`config.mk`:
```
export PLATFORM = sky130hd
export DESIGN_NAME = mem_arbiter
export DESIGN_NICKNAME = d
export VERILOG_FILES = /design/src/rtl/mem_pkg.sv /design/src/rtl/lsu_align.sv /design/src/rtl/mem_arbiter.sv
export SDC_FILE = /design/constraint.sdc
export NUM_CORES = 1
export LEC_CHECK = 0
export ABC_AREA = 1
export BUFFER_PORTS_ARGS = -buffer_cell sky130_fd_sc_hd__buf_2
export CAP_MARGIN = 25
export CELL_PAD_IN_SITES_DETAIL_PLACEMENT = 1
export CELL_PAD_IN_SITES_GLOBAL_PLACEMENT = 2
export CORE_ASPECT_RATIO = 1.2
export CORE_MARGIN = 4
export CORE_UTILIZATION = 20
export DETAILED_ROUTE_END_ITERATION = 8
export PLACE_DENSITY = 0.83
export SYNTH_ARGS = -nofsm -noshare
export SYNTH_HDL_FRONTEND = slang
export SYNTH_SLANG_ARGS = --single-unit
```
`constraint.sdc`:
```
create_clock -name clk -period 2.3 [get_ports clk]
set_input_delay 0.115 -clock clk [delete_from_list [all_inputs] [get_ports clk]]
set_output_delay 0.115 -clock clk [all_outputs]
set_load 0.02 [all_outputs]
```
`src/rtl/mem_pkg.sv`:
```
// Shared types and decoder codes for the unified-memory arbiter.
package mem_pkg;

  typedef enum logic [2:0] {
    IDLE  = 3'd0,
    DATA  = 3'd1,
    FETCH = 3'd2,
    FAULT = 3'd3,
    ERROR = 3'd4
  } state_t;

  // StoreSrc codes from the decoder (2'b11 is illegal)
  localparam logic [1:0] ST_SW = 2'b00;
  localparam logic [1:0] ST_SH = 2'b01;
  localparam logic [1:0] ST_SB = 2'b10;

  // LoadSrc codes from the decoder (unlisted codes are illegal)
  localparam logic [2:0] LD_LB  = 3'b000;
  localparam logic [2:0] LD_LH  = 3'b001;
  localparam logic [2:0] LD_LW  = 3'b010;
  localparam logic [2:0] LD_LBU = 3'b100;
  localparam logic [2:0] LD_LHU = 3'b101;

endpackage

```
`src/rtl/lsu_align.sv`:
```
// Combinational lane logic: byte enables, replicated store data,
// misalignment/illegal-code detection and load extraction/extension.
module lsu_align
  import mem_pkg::*;
(
  input  logic        we,
  input  logic [1:0]  offset,
  input  logic [31:0] wdata,
  input  logic [1:0]  store_src,
  input  logic [2:0]  load_src,
  output logic [3:0]  be,
  output logic [31:0] lane_wdata,
  output logic        fault,
  input  logic [1:0]  lane,
  input  logic [2:0]  load_type,
  input  logic [31:0] raw_rdata,
  output logic [31:0] ext_rdata
);

  logic [7:0]  byte_sel;
  logic [15:0] half_sel;

  // request side: enables, lane-replicated data and fault detection
  always_comb begin
    be         = 4'b1111;
    lane_wdata = 32'd0;
    fault      = 1'b0;
    if (we) begin
      case (store_src)
        ST_SW: begin
          lane_wdata = wdata;
          fault      = (offset != 2'b00);
        end
        ST_SH: begin
          be         = 4'b0011 << {offset[1], 1'b0};
          lane_wdata = {2{wdata[15:0]}};
          fault      = offset[0];
        end
        ST_SB: begin
          be         = 4'b0001 << offset;
          lane_wdata = {4{wdata[7:0]}};
        end
        default: fault = 1'b1;
      endcase
    end else begin
      case (load_src)
        LD_LW:          fault = (offset != 2'b00);
        LD_LH, LD_LHU:  fault = offset[0];
        LD_LB, LD_LBU:  fault = 1'b0;
        default:        fault = 1'b1;
      endcase
    end
  end

  // response side: pick the addressed byte/half and extend it
  always_comb begin
    byte_sel  = 8'(raw_rdata >> {lane, 3'b000});
    half_sel  = lane[1] ? raw_rdata[31:16] : raw_rdata[15:0];
    ext_rdata = raw_rdata;
    case (load_type)
      LD_LB:   ext_rdata = 32'($signed(byte_sel));
      LD_LH:   ext_rdata = 32'($signed(half_sel));
      LD_LBU:  ext_rdata = {24'd0, byte_sel};
      LD_LHU:  ext_rdata = {16'd0, half_sel};
      default: ext_rdata = raw_rdata;
    endcase
  end

endmodule

```
`src/rtl/mem_arbiter.sv`:
```
// Arbiter/sequencer sharing one single-port memory between the fetch
// port and the data port; data has fixed priority over fetch.
module mem_arbiter
  import mem_pkg::*;
#(
  parameter int MAX_WAIT = 255
) (
  input  logic        clk,
  input  logic        reset,
  input  logic        if_req,
  input  logic [31:0] if_addr,
  output logic [31:0] if_rdata,
  output logic        if_ready,
  input  logic        dm_req,
  input  logic        dm_we,
  input  logic [31:0] dm_addr,
  input  logic [31:0] dm_wdata,
  input  logic [1:0]  dm_store_src,
  input  logic [2:0]  dm_load_src,
  output logic [31:0] dm_rdata,
  output logic        dm_ready,
  output logic        dm_fault,
  output logic        mem_req,
  output logic        mem_we,
  output logic [31:0] mem_addr,
  output logic [3:0]  mem_be,
  output logic [31:0] mem_wdata,
  input  logic [31:0] mem_rdata,
  input  logic        mem_ack,
  output logic        bus_error
);

  state_t      state, state_next;
  logic [7:0]  wait_cnt;
  logic        timeout;

  logic [31:0] addr_p0;
  logic [31:0] wdata_p0;
  logic [3:0]  be_p0;
  logic        we_p0;
  logic [1:0]  lane_p0;
  logic [2:0]  ltype_p0;

  logic [3:0]  req_be;
  logic [31:0] req_wdata;
  logic        req_fault;
  logic [31:0] ext_rdata;
  logic        unused;

  // fetch addresses are word aligned; the low bits carry no information
  assign unused = ^if_addr[1:0];

  lsu_align u_align (
    .we         (dm_we),
    .offset     (dm_addr[1:0]),
    .wdata      (dm_wdata),
    .store_src  (dm_store_src),
    .load_src   (dm_load_src),
    .be         (req_be),
    .lane_wdata (req_wdata),
    .fault      (req_fault),
    .lane       (lane_p0),
    .load_type  (ltype_p0),
    .raw_rdata  (mem_rdata),
    .ext_rdata  (ext_rdata)
  );

  // counter holds cycles already spent waiting; last allowed cycle is MAX_WAIT-1
  assign timeout = (wait_cnt == 8'(MAX_WAIT - 1));

  // state register
  always_ff @(posedge clk or posedge reset) begin
    if (reset) state <= IDLE;
    else       state <= state_next;
  end

  // next-state: data before fetch, ERROR is absorbing until reset
  always_comb begin
    state_next = state;
    case (state)
      IDLE: begin
        if (dm_req)      state_next = req_fault ? FAULT : DATA;
        else if (if_req) state_next = FETCH;
      end
      DATA, FETCH: begin
        if (mem_ack)      state_next = IDLE;
        else if (timeout) state_next = ERROR;
      end
      FAULT:   state_next = IDLE;
      ERROR:   state_next = ERROR;
      default: state_next = IDLE;
    endcase
  end

  // wait counter runs only while an access is outstanding
  always_ff @(posedge clk or posedge reset) begin
    if (reset) wait_cnt <= 8'd0;
    else if ((state == DATA || state == FETCH) && !mem_ack) wait_cnt <= wait_cnt + 8'd1;
    else wait_cnt <= 8'd0;
  end

  // request capture in IDLE; held stable for the whole access
  always_ff @(posedge clk or posedge reset) begin
    if (reset) begin
      addr_p0  <= 32'd0;
      wdata_p0 <= 32'd0;
      be_p0    <= 4'd0;
      we_p0    <= 1'b0;
      lane_p0  <= 2'd0;
      ltype_p0 <= 3'd0;
    end else if (state == IDLE) begin
      if (dm_req && !req_fault) begin
        addr_p0  <= {dm_addr[31:2], 2'b00};
        wdata_p0 <= req_wdata;
        be_p0    <= req_be;
        we_p0    <= dm_we;
        lane_p0  <= dm_addr[1:0];
        ltype_p0 <= dm_load_src;
      end else if (!dm_req && if_req) begin
        addr_p0  <= {if_addr[31:2], 2'b00};
        wdata_p0 <= 32'd0;
        be_p0    <= 4'b1111;
        we_p0    <= 1'b0;
      end
    end
  end

  assign mem_req   = (state == DATA) || (state == FETCH);
  assign mem_we    = we_p0;
  assign mem_addr  = addr_p0;
  assign mem_be    = be_p0;
  assign mem_wdata = wdata_p0;
  assign bus_error = (state == ERROR);

  // completion pulses and read data follow mem_ack combinationally
  always_comb begin
    dm_ready = 1'b0;
    dm_fault = 1'b0;
    dm_rdata = 32'd0;
    if_ready = 1'b0;
    if_rdata = 32'd0;
    case (state)
      DATA: if (mem_ack) begin
        dm_ready = 1'b1;
        dm_rdata = we_p0 ? 32'd0 : ext_rdata;
      end
      FETCH: if (mem_ack) begin
        if_ready = 1'b1;
        if_rdata = mem_rdata;
      end
      FAULT: begin
        dm_ready = 1'b1;
        dm_fault = 1'b1;
      end
      default: ;
    endcase
  end

endmodule

```
==> impl_summary.log, run 1 <==
INFO  metric cts.htree.levels = 3
INFO  metric die-width = 158 um
INFO  metric floorplan.rows = 65
INFO  metric p_leak = 4.60 nW
INFO  metric ys_dominant_reg_cell = sky130_fd_sc_hd__dfrtp_1
INFO  metric post-dp-hpwl = 18.3 mm
INFO  metric numPortBuffers = 272
INFO  metric worstSkewPairLatency = 350 ps
INFO  metric run_status = complete, no violations
INFO  metric core_area = 26400 um^2
INFO  metric post_synthesis_cell_area = 5370 um^2
INFO  metric synth_top_cell_area_share = 38.7%
INFO  metric wl_per_cell = 16.0 um
INFO  metric routabilityCongestion = 0.784
INFO  metric min_period_over_period = 93.5%
INFO  metric layout-area-overhead-vs-synth = 37.9%
INFO  metric detailedRoute.firstPassIterationCount = 4
INFO  metric synth.area.mux_share = 0%
INFO  metric floorplan.io_pins = 277
INFO  metric synth_top_family_by_area = simple AND/OR/NAND/NOR gates
INFO  metric pwr_density_cell = 992 nW/um^2
INFO  metric timing.final.setup_violations = 0
INFO  metric clkSinkCount = 83
INFO  metric cts_made_buffers = 9
INFO  metric report.power.total = 0.00735 W
INFO  metric detail-route-antenna-nets = 0
INFO  metric cell_chain_of_the_critical_path = nor2_2, nand4_1, buf_4, inv_1, o21ai_0, nor2_1, buf_2
INFO  metric postSynth.asyncResetShare = 100%
INFO  metric finalClockSkew = 8.72 ps
INFO  metric maxCapViolations = 0
INFO  metric grt_antenna_before_repair = 2
INFO  metric min_path_type = in2reg
INFO  metric layout-drive-gt1-share = 30.0%
INFO  metric maxClockFrequency = 465 MHz
INFO  metric critPathSlowestCell = sky130_fd_sc_hd__dfrtp_1
INFO  metric cts-root-to-sink-buffers = 2
INFO  metric tritoncts = done
INFO  metric critPathCaptureType = primary output
INFO  metric slew_violations = 0
INFO  metric yosys-top-cells-area = sky130_fd_sc_hd__dfrtp_1 (39%), sky130_fd_sc_hd__nand2_1 (24%), sky130_fd_sc_hd__nor2_1 (6.9%)
INFO  metric vdd.ir_drop.worst = 0.000380 V
INFO  metric complex_gate_fraction_of_the_synthesized_area = 9.87%
INFO  metric drc_errors = 0
INFO  metric die_area = 29600 um^2
INFO  metric total_nets_final = 1236
INFO  metric globalRouteTotalUtil = 15.1%
INFO  metric initialDrtViolationCount = 229
INFO  metric pin_count_of_the_biggest_net_entering_global_routing = 56
INFO  metric count_of_endpoints_failing_hold_in_the_final_timing_report = 0
INFO  metric hold_ws = 21.8 ps
INFO  metric clock_pin_slew_on_the_worst_setup_and_hold_paths = 70 ps
INFO  metric worstRegToRegCells = 10
INFO  metric yosys.area_share.xor_xnor = 0%
INFO  metric num_vias = 6246
INFO  metric grt_setup_unrepaired = false
INFO  metric detail_route.vias_per_cell = 4.36
INFO  metric wirelength = 22.9 mm
INFO  metric timing.critical_path.required = 2180 ps
INFO  metric die_y = 188 um
INFO  metric maxSlewHeadroom = 49.4%
INFO  metric postSynthAreaPerCell = 6.47 um^2
INFO  metric cpPeakStageDelay = 430 ps
INFO  metric startpoint_type = register
INFO  metric fillers = 3458
INFO  metric post_synth_inst_count = 831
INFO  metric path_max_fanout = 6
INFO  metric synthesis.yosys.warnings = 0
INFO  metric hold_path_depth = 3
INFO  metric synth.lib_cells_used.distinct = 34
INFO  metric synthSimpleGateAreaFrac = 39.8%
INFO  metric worstPathArrival = 2040 ps
INFO  metric number_of_flops_mapped_to_enable_cells_by_yosys = 0
INFO  metric yosysSeqAreaShare = 38.7%
INFO  metric tightest_slew = 759 ps
INFO  metric number_of_global_route_vias_before_repair = 6304
INFO  metric synthDominantAreaCellType = sky130_fd_sc_hd__dfrtp_1
INFO  metric worst-setup-path-type = reg2out
INFO  metric fin_setup_tns = 0 ps
INFO  metric global_route_wire_length_before_repair = 35.3 mm
INFO  metric area_share_of_fa_ha_maj_cells_after_synthesis = 1.40%
INFO  metric grt_remaining_overflow = 0
INFO  metric ys_ff_latch = 83
INFO  metric timing.final.crit_period = 2150 ps
INFO  metric clockRootBuffer = sky130_fd_sc_hd__clkbuf_16
INFO  metric initial_core_util = 20.4%
[logic make-up (layout without fill, tap and decap cells)]
kind of cell | after synthesis | count (layout)
compound gates | 92 | 92
fa+ha+maj | 6 | 6
buf+inv | 124 | 388
flops | 83 | 83
other cells | 1 | 3
simple gates | 525 | 525
[synth_stat cells (3+ instances only)]
cell / number
sky130_fd_sc_hd__nor2_2: 3
sky130_fd_sc_hd__buf_2: 14
sky130_fd_sc_hd__buf_4: 9
sky130_fd_sc_hd__nand2_1: 350
sky130_fd_sc_hd__a21o_1: 16
sky130_fd_sc_hd__inv_1: 75
sky130_fd_sc_hd__nand4_1: 31
sky130_fd_sc_hd__a21oi_1: 18
sky130_fd_sc_hd__nand3_1: 22
sky130_fd_sc_hd__nor2_1: 99
sky130_fd_sc_hd__ha_1: 6
sky130_fd_sc_hd__nor3_1: 9
sky130_fd_sc_hd__clkbuf_1: 17
sky130_fd_sc_hd__o21ai_0: 47
sky130_fd_sc_hd__dfrtp_1: 83
sky130_fd_sc_hd__buf_6: 4
sky130_fd_sc_hd__nand2_2: 4
sky130_fd_sc_hd__nand3_2: 3
[worst paths after layout]
check	slack [ps]	to	start
max in group asynchronous	1250	mem_wdata[23]	reset
hold / removal	20	ltype_p0[0]	dm_load_src[0]
setup / recovery	150	dm_rdata[7]	state[1]
min in group asynchronous	330	mem_addr[9]	reset
hold reg to reg	470	mem_wdata[21]	mem_wdata[21]
setup reg to reg	470	mem_wdata[22]	state[1]
[area by class of cell]
| type | instances | area [um^2] | area share, % |
|---|---|---|---|
| repair buffers | 294 | 1570 | 21.2 |
| diodes | 1 | 2.50 | 0.0338 |
| clock buffers | 9 | 225 | 3.04 |
| well taps | 335 | 419 | 5.66 |
| flip-flops and latches | 83 | 2080 | 28.0 |
| multi-input cells | 625 | 2760 | 37.3 |
| inverters | 78 | 302 | 4.07 |
| clock inverters | 7 | 52.6 | 0.709 |
[layout by cell type (no fill, tap or decap), types with 6 or more instances in the layout]
cell                         count
sky130_fd_sc_hd__clkbuf_16       9
sky130_fd_sc_hd__inv_1          72
sky130_fd_sc_hd__buf_4          17
sky130_fd_sc_hd__a21oi_1        18
sky130_fd_sc_hd__nor3_1          9
sky130_fd_sc_hd__buf_2         272
sky130_fd_sc_hd__clkinvlp_4      6
sky130_fd_sc_hd__nand4_1        31
sky130_fd_sc_hd__ha_1            6
sky130_fd_sc_hd__dfrtp_1        83
sky130_fd_sc_hd__o21ai_0        46
sky130_fd_sc_hd__nand2_1       350
sky130_fd_sc_hd__nor2_1         98
sky130_fd_sc_hd__a21o_1         16
sky130_fd_sc_hd__nand3_1        22
[stage by stage]
stage	worst slack (ps)	utilization, %	instances	cell area (um^2)
2_1_floorplan	48.2	-	832	5380
3_5_place_dp	283	26.8	1412	7070
6_report	149	28.1	1432	7410
4_1_cts	39.6	28.0	1430	7370
3_3_place_gp	307	26.8	1412	7070
5_1_grt	15.0	28.1	1432	7410
[what timing repair did]
| item | 4_1_cts | 5_1_grt |
|---|---|---|
| hold buffers | 2 | 0 |
| setup endpoints to repair | 0 | 31 |
| resized for setup | 0 | 7 |
| buffers inserted | 0 | 1 |
| endpoints found under the hold margin | 29 | 0 |
[critical path: cells and delay by family (launching register included)]
kind	cells	cell delay [ps]
and+or+nand+nor	3	570
buffers and inverters	3	570
DFF	1	430
AOI/OAI and AO/OA	1	110
[state kept, by name, summed over array words and instances, names as in the netlist]
register   count
mem_addr      30
mem_be         4
ltype_p0       3
state          3
mem_wdata     32
mem_we         1
lane_p0        2
wait_cnt       8
[report_power, final]
group	switching (W)	leakage, nW	internal (W)	total [W]
clock	0.000652	0.124	0.000735	0.00139
sequential	0.000283	1.09	0.00192	0.00220
combinational	0.00261	3.38	0.00115	0.00376
[per-layer routing]
metal	track usage, %	vias up	share of wire (%)
li1	-	3108	-
met1	17.3	2914	40
met2	26.9	196	51
met3	3.69	26	7.6
met4	5.20	2	1.9
met5	0	-	0.083
Power figures use the tool's default switching activity.
==> inputs of run 2 (changes only) <==
Settings changed: CORE_UTILIZATION 20 to 24, PLACE_DENSITY 0.83 to 0.92.
Clock period 2.3 ns to 2.7 ns, I/O delays scaled along.
==> impl_summary.log, run 2 (synthesis gave the netlist of run 1 again) <==
INFO  metric cts-root-to-sink-buffers = 2
INFO  metric largest_reg_flops = 32
INFO  metric total_nets_final = 1230
INFO  metric layout_commonest_cell = sky130_fd_sc_hd__nand2_1
INFO  metric p_leak = 4.59 nW
INFO  metric timing.final.crit_period = 2410 ps
INFO  metric wl_per_cell = 16.6 um
INFO  metric layout-area-overhead-vs-synth = 36.0%
INFO  metric count_of_endpoints_failing_hold_in_the_final_timing_report = 0
INFO  metric maxSlewHeadroom = 48.8%
INFO  metric vdd.ir_drop.worst = 0.000262 V
INFO  metric die-width = 145 um
INFO  metric worst-setup-path-type = reg2out
INFO  metric clkSinkCount = 83
INFO  metric maxCapViolations = 0
INFO  metric pre_cts_ws = 566 ps
INFO  metric cell_chain_of_the_critical_path = nor2_2, nand4_1, a21oi_1, nand2_2, nor2_1, buf_2
INFO  metric post_cts.resized_instances = 0
INFO  metric grt_remaining_overflow = 0
INFO  metric layout-drive-gt1-share = 29.1%
INFO  metric die_y = 172 um
INFO  metric finalClockSkew = 6.29 ps
INFO  metric numPortBuffers = 272
INFO  metric critPathSlowestCell = sky130_fd_sc_hd__dfrtp_1
INFO  metric worstPathArrival = 2280 ps
INFO  metric maxClockFrequency = 414 MHz
INFO  metric grt_setup_unrepaired = false
INFO  metric wirelength = 22.6 mm
INFO  metric num_vias = 6199
INFO  metric min_period_over_period = 89.4%
INFO  metric timing.critical_path.required = 2570 ps
INFO  metric layout_setup_ws = 286 ps
INFO  metric detail_route.vias_per_cell = 4.54
INFO  metric die_area = 24900 um^2
INFO  metric critPathCaptureType = primary output
INFO  metric post-dp-hpwl = 17.6 mm
INFO  metric fillers = 2848
INFO  metric routabilityCongestion = 0.878
INFO  metric global_route_wire_length_before_repair = 33.6 mm
INFO  metric grt_antenna_before_repair = 2
INFO  metric cts.htree.levels = 3
INFO  metric detailedRoute.firstPassIterationCount = 4
INFO  metric pin_count_of_the_biggest_net_entering_global_routing = 54
INFO  metric startpoint_type = register
INFO  metric initialDrtViolationCount = 231
INFO  metric final_cell_mix = sky130_fd_sc_hd__nand2_1 (350), sky130_fd_sc_hd__buf_2 (272), sky130_fd_sc_hd__nor2_1 (99)
INFO  metric timing.final.setup_violations = 0
INFO  metric number_of_global_route_vias_before_repair = 6153
INFO  metric core_area = 21900 um^2
INFO  metric clockRootBuffer = sky130_fd_sc_hd__clkbuf_16
INFO  metric worstSkewPairLatency = 340 ps
INFO  metric globalRouteTotalUtil = 17.1%
INFO  metric cts_made_buffers = 9
INFO  metric min_path_type = in2reg
INFO  metric path_max_fanout = 16
INFO  metric tightest_slew = 767 ps
INFO  metric fin_setup_tns = 0 ps
INFO  metric antenna_cells_inserted = 0
INFO  metric initial_core_util = 24.6%
INFO  metric detail-route-antenna-nets = 0
INFO  metric run_status = complete, no violations
INFO  metric slew_violations = 0
INFO  metric tritoncts = done
INFO  metric floorplan.rows = 59
INFO  metric floorplan.io_pins = 277
INFO  metric drc_errors = 0
INFO  metric pwr_density_cell = 878 nW/um^2
INFO  metric cpPeakStageDelay = 430 ps
INFO  metric clock_pin_slew_on_the_worst_setup_and_hold_paths = 60 ps
## run 2: cell count changes in the layout (fill, tap and decap cells not counted), sizes merged
cell / change
buf: -5
clkinvlp: -5
bufinv: +3
clkbuf: +3
clkinv: -1
diode: -1
dlygate4sd3: -1
## run 2: layout make-up
type	count	area, um^2	share of cell area [%]
Clock inverter	4	97.6	1.34
Timing Repair Buffer	288	1500	20.5
Clock buffer	12	246	3.37
Sequential cell	83	2080	28.4
Tap cell	274	343	4.69
Multi-Input combinational cell	625	2750	37.7
Inverter	78	294	4.02
## run 2: metal layers
| metal | vias up | wire, um | track usage [%] |
|---|---|---|---|
| li1 | 3091 | - | - |
| met1 | 2892 | 9130 | 20.0 |
| met2 | 192 | 11500 | 31.8 |
| met3 | 20 | 1600 | 3.76 |
| met4 | 4 | 355 | 3.77 |
| met5 | - | 21 | 0 |
## run 2: per-stage QoR
step	cell area, um^2	total power, W	hold slack (ps)	utilization (%)	instances
floorplan	5380	0.00393	256	-	832
global placement	6950	0.00498	218	31.8	1347
detailed placement	6950	0.00504	226	31.8	1347
CTS	7310	0.00652	30.6	33.4	1364
global route	7310	0.00691	51.4	33.4	1364
finish	7310	0.00642	38.4	33.4	1364
## run 2: repair_timing
action / CTS / global route
setup endpoints to repair: 0 / 0
buffers inserted: 0 / 0
endpoints found under the hold margin: 30 / 0
hold buffers: 1 / 0
## run 2: final timing paths
path | cells past startpoint | from | slack [ps] | to
worst max-delay path | 6 | state[1] | 290 | dm_rdata[16]
worst min-delay path | 3 | dm_load_src[1] | 40 | ltype_p0[1]
worst max register to register | 8 | state[0] | 800 | state[2]
worst min register to register | 2 | mem_wdata[0] | 470 | mem_wdata[0]
max in group asynchronous | 4 | reset | 1580 | mem_be[1]
min in group asynchronous | 3 | reset | 390 | mem_wdata[0]
## run 2: critical path, delay by kind of cell, from the launching register on
family | cells | cell delay (ps)
compound gates | 1 | 310
buf+inv | 1 | 190
flops | 1 | 430
simple gates | 4 | 1020
## run 2: power by group
group	internal, W	switching, W	leakage (nW)
sequential	0.00163	0.000286	1.09
clock	0.000931	0.000511	0.163
combinational	0.000905	0.00215	3.34
==> inputs of run 3 (changes only) <==
Settings changed: MAX_ROUTING_LAYER from default to met4, PLACE_DENSITY 0.92 to default, PLACE_DENSITY_LB_ADDON from default to 0.25.
==> impl_summary.log, run 3 (synthesis gave the netlist of run 1 again) <==
INFO  metric run_status = complete, no violations
INFO  metric startpoint_type = register
INFO  metric maxCapViolations = 0
INFO  metric finalClockSkew = 6.78 ps
INFO  metric timing.final.crit_period = 2430 ps
INFO  metric detail_route.vias_per_cell = 4.45
INFO  metric worstPathArrival = 2290 ps
INFO  metric pin_count_of_the_biggest_net_entering_global_routing = 68
INFO  metric layout-area-overhead-vs-synth = 34.5%
INFO  metric fin_setup_tns = 0 ps
INFO  metric timing.hold.worst.start = dm_load_src[1]
INFO  metric layout_commonest_cell = sky130_fd_sc_hd__nand2_1
INFO  metric numPortBuffers = 272
INFO  metric worstSkewPairLatency = 340 ps
INFO  metric number_of_global_route_vias_before_repair = 6277
INFO  metric count_of_endpoints_failing_hold_in_the_final_timing_report = 0
INFO  metric tritoncts = done
INFO  metric die_area = 24900 um^2
INFO  metric detail-route-antenna-nets = 0
INFO  metric rr_endpoint = mem_wdata[15]
INFO  metric min_period_over_period = 90.0%
INFO  metric die-width = 145 um
INFO  metric vdd.ir_drop.worst = 0.000277 V
INFO  metric initialDrtViolationCount = 159
INFO  metric wirelength = 22.0 mm
INFO  metric place.detailed.instances = 1344
INFO  metric worst-setup-path-type = reg2out
INFO  metric tightest_slew = 771 ps
INFO  metric grt_antenna_before_repair = 4
INFO  metric clock_pin_slew_on_the_worst_setup_and_hold_paths = 60 ps
INFO  metric timing.critical_path.required = 2570 ps
INFO  metric num_vias = 6068
INFO  metric largest_reg_flops = 32
INFO  metric hold_ws = 22.8 ps
INFO  metric fillers = 2888
INFO  metric rr_startpoint = state[1]
INFO  metric clkSinkCount = 83
INFO  metric global_route_wire_length_before_repair = 33.5 mm
INFO  metric wl_per_cell = 16.1 um
INFO  metric grt_setup_unrepaired = false
INFO  metric cts_made_buffers = 9
INFO  metric path_max_fanout = 20
INFO  metric drc_errors = 0
INFO  metric initial_core_util = 24.6%
INFO  metric routabilityCongestion = 0.798
INFO  metric min_path_type = in2reg
INFO  metric maxSlewHeadroom = 48.5%
INFO  metric timing.final.setup_violations = 0
INFO  metric grt_remaining_overflow = 0
INFO  metric cts_setup_buffers = 0
INFO  metric pwr_density_cell = 849 nW/um^2
INFO  metric total_nets_final = 1227
INFO  metric hold_path_depth = 3
INFO  metric finalNonFillerCells = 1363
INFO  metric post-dp-hpwl = 17.2 mm
INFO  metric post_cts.resized_instances = 0
INFO  metric detailedRoute.firstPassIterationCount = 4
INFO  metric slew_violations = 0
INFO  metric maxClockFrequency = 412 MHz
INFO  metric regToRegSetupSlack = 750 ps
INFO  metric cts-root-to-sink-buffers = 2
INFO  metric clockRootBuffer = sky130_fd_sc_hd__clkbuf_16
INFO  metric timing.hold.worst_endpoint = ltype_p0[1]
INFO  metric globalRouteTotalUtil = 17.7%
INFO  metric layout-drive-gt1-share = 28.8%
INFO  metric floorplan.rows = 59
INFO  metric floorplan.io_pins = 277
INFO  metric core_area = 21900 um^2
INFO  metric critPathCaptureType = primary output
INFO  metric die_y = 172 um
INFO  metric p_leak = 4.54 nW
INFO  metric final_cell_mix = sky130_fd_sc_hd__nand2_1 (350), sky130_fd_sc_hd__buf_2 (272), sky130_fd_sc_hd__nor2_1 (99)
INFO  metric cts.htree.levels = 3
INFO  metric cts_hold_repair.buffers = 1
INFO  metric worstRegToRegCells = 10
## run 3: cell count changes in the layout (fill, tap and decap cells not counted)
cell and delta:
sky130_fd_sc_hd__diode_2 +5, sky130_fd_sc_hd__clkinv_2 +1, sky130_fd_sc_hd__bufinv_16 -2, sky130_fd_sc_hd__buf_4 -3, sky130_fd_sc_hd__clkbuf_8 -1, sky130_fd_sc_hd__clkbuf_1 -1
## run 3: per-stage QoR
stage          util, %  power [W]  instance area [um^2]  setup WS (ps)
5_1_grt           33.1    0.00668                  7220           20.9
3_5_place_dp      31.7    0.00506                  6930            152
2_1_floorplan        -    0.00393                  5380            428
4_1_cts           33.0    0.00630                  7210            206
3_3_place_gp      31.7    0.00502                  6930            243
6_report          33.1    0.00613                  7220            271
## run 3: critical path, stage by stage, from the launching register on
cell and delay (ps):
sky130_fd_sc_hd__dfrtp_1 700, sky130_fd_sc_hd__o21ai_0 250, sky130_fd_sc_hd__nand2_1 100, sky130_fd_sc_hd__nand2_1 80, sky130_fd_sc_hd__nand2_1 100, sky130_fd_sc_hd__nand2_1 160
sky130_fd_sc_hd__o21ai_0 330, sky130_fd_sc_hd__inv_1 70, sky130_fd_sc_hd__buf_2 170
## run 3: worst max-delay path by stage
| stage | start | to | slack [ps] | depth (start not counted) |
|---|---|---|---|---|
| finish | lane_p0[1] | dm_rdata[10] | 270 | 8 |
| global route | lane_p0[1] | dm_rdata[5] | 20 | 5 |
| CTS | lane_p0[1] | dm_rdata[10] | 210 | 8 |
| detailed placement | dm_store_src[1] | mem_be[3] | 150 | 12 |
| global placement | dm_store_src[1] | mem_addr[9] | 240 | 12 |
| floorplan | reset | lane_p0[0] | 430 | 1 |
## run 3: layout make-up
| type | instances | area, um^2 | area share (%) |
|---|---|---|---|
| sequential | 83 | 2080 | 28.7 |
| multi-input combinational | 625 | 2750 | 38.1 |
| antenna | 5 | 12.5 | 0.173 |
| timing repair buffer | 285 | 1470 | 20.4 |
| inverter | 78 | 294 | 4.07 |
| tap | 274 | 343 | 4.75 |
| clock buffer | 10 | 229 | 3.17 |
| clock inverter | 3 | 42.5 | 0.589 |
## run 3: layer usage
metal | GRT usage (%) | wire [um] | share of wire [%] | up-vias
met5 | - | 0 | 0 | -
met4 | 4.26 | 327 | 1.5 | 0
met3 | 4.98 | 1590 | 7.2 | 17
met2 | 31.2 | 11000 | 50 | 193
met1 | 19.8 | 9070 | 41 | 2760
li1 | - | - | - | 3098
## run 3: report_power, final
group	total [W]	internal, W	leakage, nW	switching (W)
clock	0.00119	0.000700	0.130	0.000491
combinational	0.00303	0.000896	3.32	0.00214
sequential	0.00191	0.00163	1.09	0.000274
total	0.00613	0.00323	4.54	0.00290
